--- config.mk ---
export PLATFORM = sky130hd
export DESIGN_NAME = game_sequencer
export DESIGN_NICKNAME = d
export VERILOG_FILES = /design/src/rtl/game_sequencer.sv
export SDC_FILE = /design/constraint.sdc
export NUM_CORES = 1
export LEC_CHECK = 0
export ABC_AREA = 1
export ABC_CLOCK_PERIOD_IN_PS = 2100
export BUFFER_PORTS_ARGS = -buffer_cell sky130_fd_sc_hd__buf_2
export CAP_MARGIN = 5
export CORE_UTILIZATION = 50
export DETAILED_ROUTE_END_ITERATION = 16
export PLACE_DENSITY = 0.67
export RECOVER_POWER = 100
export SETUP_SLACK_MARGIN = 0.5
export SLEW_MARGIN = 20
export SYNTH_ARGS = -nofsm -noshare
export SYNTH_HDL_FRONTEND = slang
export SYNTH_SLANG_ARGS = --single-unit
--- constraint.sdc ---
create_clock -name clk -period 2.1 [get_ports clk]
set_input_delay 0.315 -clock clk [delete_from_list [all_inputs] [get_ports clk]]
set_output_delay 0.315 -clock clk [all_outputs]
set_load 0.02 [all_outputs]
--- src/rtl/game_sequencer.sv ---
// Reaction-game sequencer: debounced button, lives/score/level bookkeeping and
// the engine handshake (run enable, single-cycle go strobe, flag sampled in JUDGE).
module game_sequencer #(
    parameter int DEB_COUNT   = 50000,
    parameter int SHOW_CYCLES = 8388608,
    parameter int START_LIVES = 3,
    parameter int MAX_LVL     = 4
) (
    input  logic       clk,
    input  logic       reset,
    input  logic       btn,
    input  logic       flag,
    output logic       go,
    output logic       run,
    output logic [2:0] lvl,
    output logic [1:0] lives,
    output logic [7:0] score,
    output logic       game_over,
    output logic       champion
);

    localparam int CW = (DEB_COUNT > 1) ? $clog2(DEB_COUNT + 1) : 1;
    localparam int TW = (SHOW_CYCLES > 1) ? $clog2(SHOW_CYCLES + 1) : 1;
    localparam logic [CW-1:0] DEB_LAST  = CW'(DEB_COUNT - 1);
    localparam logic [TW-1:0] SHOW_LOAD = TW'(SHOW_CYCLES - 1);
    localparam logic [2:0]    LVL_TOP   = 3'(MAX_LVL);
    localparam logic [1:0]    LIVES_INI = 2'(START_LIVES);

    typedef enum logic [2:0] {
        IDLE, PLAY, JUDGE, SHOW_W, SHOW_L, OVER, CHAMP
    } state_t;

    // Handshake: go is a one-cycle strobe raised only in PLAY when a press is
    // taken; the engine must hold flag steady through the following JUDGE cycle.
    state_t          state_q, state_d;
    logic            sync1_q, sync2_q;
    logic            acc_q, acc_d;
    logic [CW-1:0]   cnt_q, cnt_d;
    logic            press_q, press_d;
    logic [TW-1:0]   timer_q, timer_d;
    logic [2:0]      lvl_q, lvl_d;
    logic [1:0]      lives_q, lives_d;
    logic [7:0]      score_q, score_d;

    // Debounce: count consecutive samples that disagree with the accepted level.
    always_comb begin
        acc_d   = acc_q;
        cnt_d   = cnt_q;
        press_d = 1'b0;
        if (sync2_q == acc_q) begin
            cnt_d = '0;
        end else if (cnt_q == DEB_LAST) begin
            acc_d   = sync2_q;
            cnt_d   = '0;
            press_d = sync2_q;
        end else begin
            cnt_d = cnt_q + 1'b1;
        end
    end

    always_comb begin
        state_d = state_q;
        timer_d = timer_q;
        lvl_d   = lvl_q;
        lives_d = lives_q;
        score_d = score_q;
        go      = 1'b0;
        run     = 1'b0;
        unique case (state_q)
            IDLE: begin
                lvl_d = '0;
                if (press_q) begin
                    lives_d = LIVES_INI;
                    score_d = '0;
                    state_d = PLAY;
                end
            end
            PLAY: begin
                run = 1'b1;
                if (press_q) begin
                    go      = 1'b1;
                    state_d = JUDGE;
                end
            end
            JUDGE: begin
                if (flag) begin
                    if (score_q != 8'hFF) score_d = score_q + 8'd1;
                    if (lvl_q == LVL_TOP) begin
                        state_d = CHAMP;
                    end else begin
                        lvl_d   = lvl_q + 3'd1;
                        timer_d = SHOW_LOAD;
                        state_d = SHOW_W;
                    end
                end else begin
                    lives_d = lives_q - 2'd1;
                    if (lives_q == 2'd1) begin
                        state_d = OVER;
                    end else begin
                        timer_d = SHOW_LOAD;
                        state_d = SHOW_L;
                    end
                end
            end
            SHOW_W, SHOW_L: begin
                if (timer_q == '0) state_d = PLAY;
                else               timer_d = timer_q - 1'b1;
            end
            OVER, CHAMP: begin
                if (press_q) state_d = IDLE;
            end
            default: state_d = IDLE;
        endcase
    end

    always_ff @(posedge clk) begin
        if (reset) begin
            state_q <= IDLE;
            sync1_q <= 1'b0;
            sync2_q <= 1'b0;
            acc_q   <= 1'b0;
            cnt_q   <= '0;
            press_q <= 1'b0;
            timer_q <= '0;
            lvl_q   <= '0;
            lives_q <= '0;
            score_q <= '0;
        end else begin
            state_q <= state_d;
            sync1_q <= btn;
            sync2_q <= sync1_q;
            acc_q   <= acc_d;
            cnt_q   <= cnt_d;
            press_q <= press_d;
            timer_q <= timer_d;
            lvl_q   <= lvl_d;
            lives_q <= lives_d;
            score_q <= score_d;
        end
    end

    assign lvl       = lvl_q;
    assign lives     = lives_q;
    assign score     = score_q;
    assign game_over = (state_q == OVER);
    assign champion  = (state_q == CHAMP);

endmodule

==> flow_summary.json <==
{
  "dp_hpwl_um": 5550,
  "yosys_warnings": 0,
  "post-route-util": 0.629,
  "p_leak_nw": 1.73,
  "cp_top_family": "flip-flops",
  "async_reset_ff_frac": 0,
  "cp.arrival_ns": 1.87,
  "dr.pass1.iters": 4,
  "die_h_um": 85.8,
  "num-fill-cells": 622,
  "synth.avg_cell_area_um2": 6.62,
  "insertion_delay_ns": 0.36,
  "cts-root-buf": "clkbuf_8",
  "cts_buffers": 9,
  "cts_hold_buf": 0,
  "max_cap_viol_count": 1,
  "hold_ws_ns": 0.155,
  "die_area_um2": 7370,
  "failed_checks": "max-capacitance violations, max-slew violations",
  "critPathMostFrequentCell": "nand3_1",
  "viasPerCell": 5.27,
  "multi_input_comb_area_um2": 2280,
  "wl_um": 8880,
  "grt_pass1_vias": 3139,
  "synth_top_area_cell": "dfxtp_1",
  "worstMarginPinSlew_ns": 1.84,
  "synthAdderAreaFrac": 0.0249,
  "slew-limit-headroom": -0.229,
  "die_w_um": 85.8,
  "cts_tree": "built",
  "core_um2": 6790,
  "critical_path.max_stage_delay_ns": 0.50,
  "synthesis.area_um2": 3510,
  "grt_pass1_wl_um": 14200,
  "grt_usage": 0.245,
  "cp_max_fo": 23,
  "grt_max_degree": 36,
  "nets": 585,
  "drtIter0Drc": 287,
  "ys_dominant_reg_cell": "dfxtp_1",
  "synth.cells.most_frequent": "nand2_1, nor2_1, nand3_1",
  "grt_overflow": 0,
  "layout-drive-gt1-share": 0.216,
  "post-route-min-period_ns": 1.72,
  "syn_inst": 531,
  "port_buffers": 20,
  "synth-edff-count": 0,
  "crit_buf_inv": 2,
  "clk_pin_slew_worst_paths_ns": 0.07,
  "dr_total_vias": 3560,
  "synth.mux.area_fraction": 0,
  "setup_violations": 0,
  "cp-end-kind": "flop",
  "fin_setup_tns_ns": 0,
  "fin_skew_ns": 0.0131,
  "synth_top_area_share": 0.342,
  "yosys_register_bits": 60,
  "wl_per_cell_um": 13.2,
  "synth-simple-area-share": 0.425,
  "path_cells": "inv_1 > nand2_1 > o21a_4 > buf_4 > nand3_1 > nand3_1 > a21oi_1",
  "synth_top_family_by_area": "simple AND/OR/NAND/NOR gates",
  "hold_class": "primary input to flop",
  "finalCritPeriodShare": 0.817,
  "vdd_ir_drop_max_uv": 403,
  "cp-start-kind": "flop",
  "ys_types": 37,
  "hold_viol": 0,
  "timing.fmax_mhz": 583,
  "rsz0062_at_grt": "yes",
  "seqCellArea_um2": 1210,
  "start_util": 0.517,
  "clock_sinks": 60,
  "synth_area_leaders": "dfxtp_1, nand2_1, nand3_1",
  "synth_seq_area_share": 0.342,
  "antenna_found_initial": 0,
  "gp_congestion": 0.847,
  "syn-num-nets": 542,
  "syn_to_final_growth_pct": 21.7,
  "p_per_area_nw_per_um2": 680,
  "required_ns": 2.25,
  "synth-compound-area-share": 0.112,
  "total_power_mw": 2.91,
  "rows": 30,
  "ant_nets": 0,
  "antenna_cells": 0,
  "drv_slew": 36,
  "htree_levels": 3,
  "drc": 0,
  "synthMostInstantiatedCell": "nand2_1",
  "cts_buffer_depth": 2,
  "path_class": "flop to flop",
  "io-pin-count": 21,
  "synth_xor_area_frac": 0.0150,
  "status": "finished with violations",
  "crit_path_top_delay_cell": "dfxtp_1"
}
[path summary, 6_finish.rpt]
check | from | endpoint | cells after the start | slack (ns)
max | state_q[2]$_SDFFE_PP0P_ | timer_q[6]$_SDFFE_PP0P_ | 7 | 0.38
min | btn | sync1_q$_SDFF_PP0_ | 3 | 0.16
max reg2reg | state_q[2]$_SDFFE_PP0P_ | timer_q[6]$_SDFFE_PP0P_ | 7 | 0.38
min reg2reg | sync1_q$_SDFF_PP0_ | sync2_q$_SDFF_PP0_ | 2 | 0.42
[where the power goes]
group / switching [mW] / total, mW / internal, mW
logic: 0.412 / 0.623 / 0.211
clock network: 0.517 / 1.07 / 0.555
registers: 0.0389 / 1.21 / 1.17
[worst min-delay path, cell delays in order]
cell,delay [ns]
buf_2,0.07
inv_1,0.03
nor2_1,0.06
[per-layer routing]
metal  GRT usage  part of all wire  wire length, µm  up-vias
met5           0                 0                0        -
met4       0.109             0.023              206        0
met3      0.0404             0.046              412       16
met2       0.394              0.46             4120       81
met1       0.325              0.47             4150     1640
li1            -                 -                -     1823
[stage by stage]
stage,area (µm²),worst slack (ns),cells
6_report,4280,0.385,675
5_1_grt,4280,0.238,675
4_1_cts,3990,0.449,659
3_5_place_dp,3690,0.395,639
3_3_place_gp,3690,0.431,639
2_1_floorplan,3520,0.507,531
[logic make-up after synthesis]
kind of cell | after synthesis
AO/OA/AOI/OAI | 68
buffers and inverters | 69
XOR/XNOR | 6
AND/OR/NAND/NOR | 321
adder cells (fa/ha/maj) | 7
flip-flops | 60
[state kept, by name (all words and copies together), names as in the netlist]
signal and cells:
acc_q 1, lvl 3, lives 2, sync2_q 1
state_q 3, sync1_q 1, press_q 1, timer_q 24
score 8, cnt_q 16
[placed cells by master, fill, tap and decap left out, types with 9 or more instances in the layout]
cell type,netlist,layout
nand2_1,132,126
nand3_1,62,57
dfxtp_1,60,52
nor2_1,68,51
inv_1,54,49
a21oi_1,41,41
clkbuf_1,4,18
nand2_2,8,13
nor2_4,3,12
o21ai_0,14,12
nor2_2,4,12
buf_4,1,12
nand4_1,11,11
nand3b_1,11,11
clkbuf_8,0,9
[cell type report]
type	count	share of cell area
well taps	96	0.0281
clock inverters	7	0.0176
inverters	58	0.0538
clock buffers	9	0.0290
flip-flops and latches	60	0.283
multi-input cells	406	0.534
repair buffers	39	0.0541
[timing repair]
action | CTS | global route
hold endpoints to repair | 0 | 0
setup endpoints to repair | 28 | 55
pin swaps | 5 | 20
resized for setup | 18 | 72
cloned | 3 | 1
buffers inserted | 1 | 15
No activity file was read; power rests on OpenSTA's default activity.
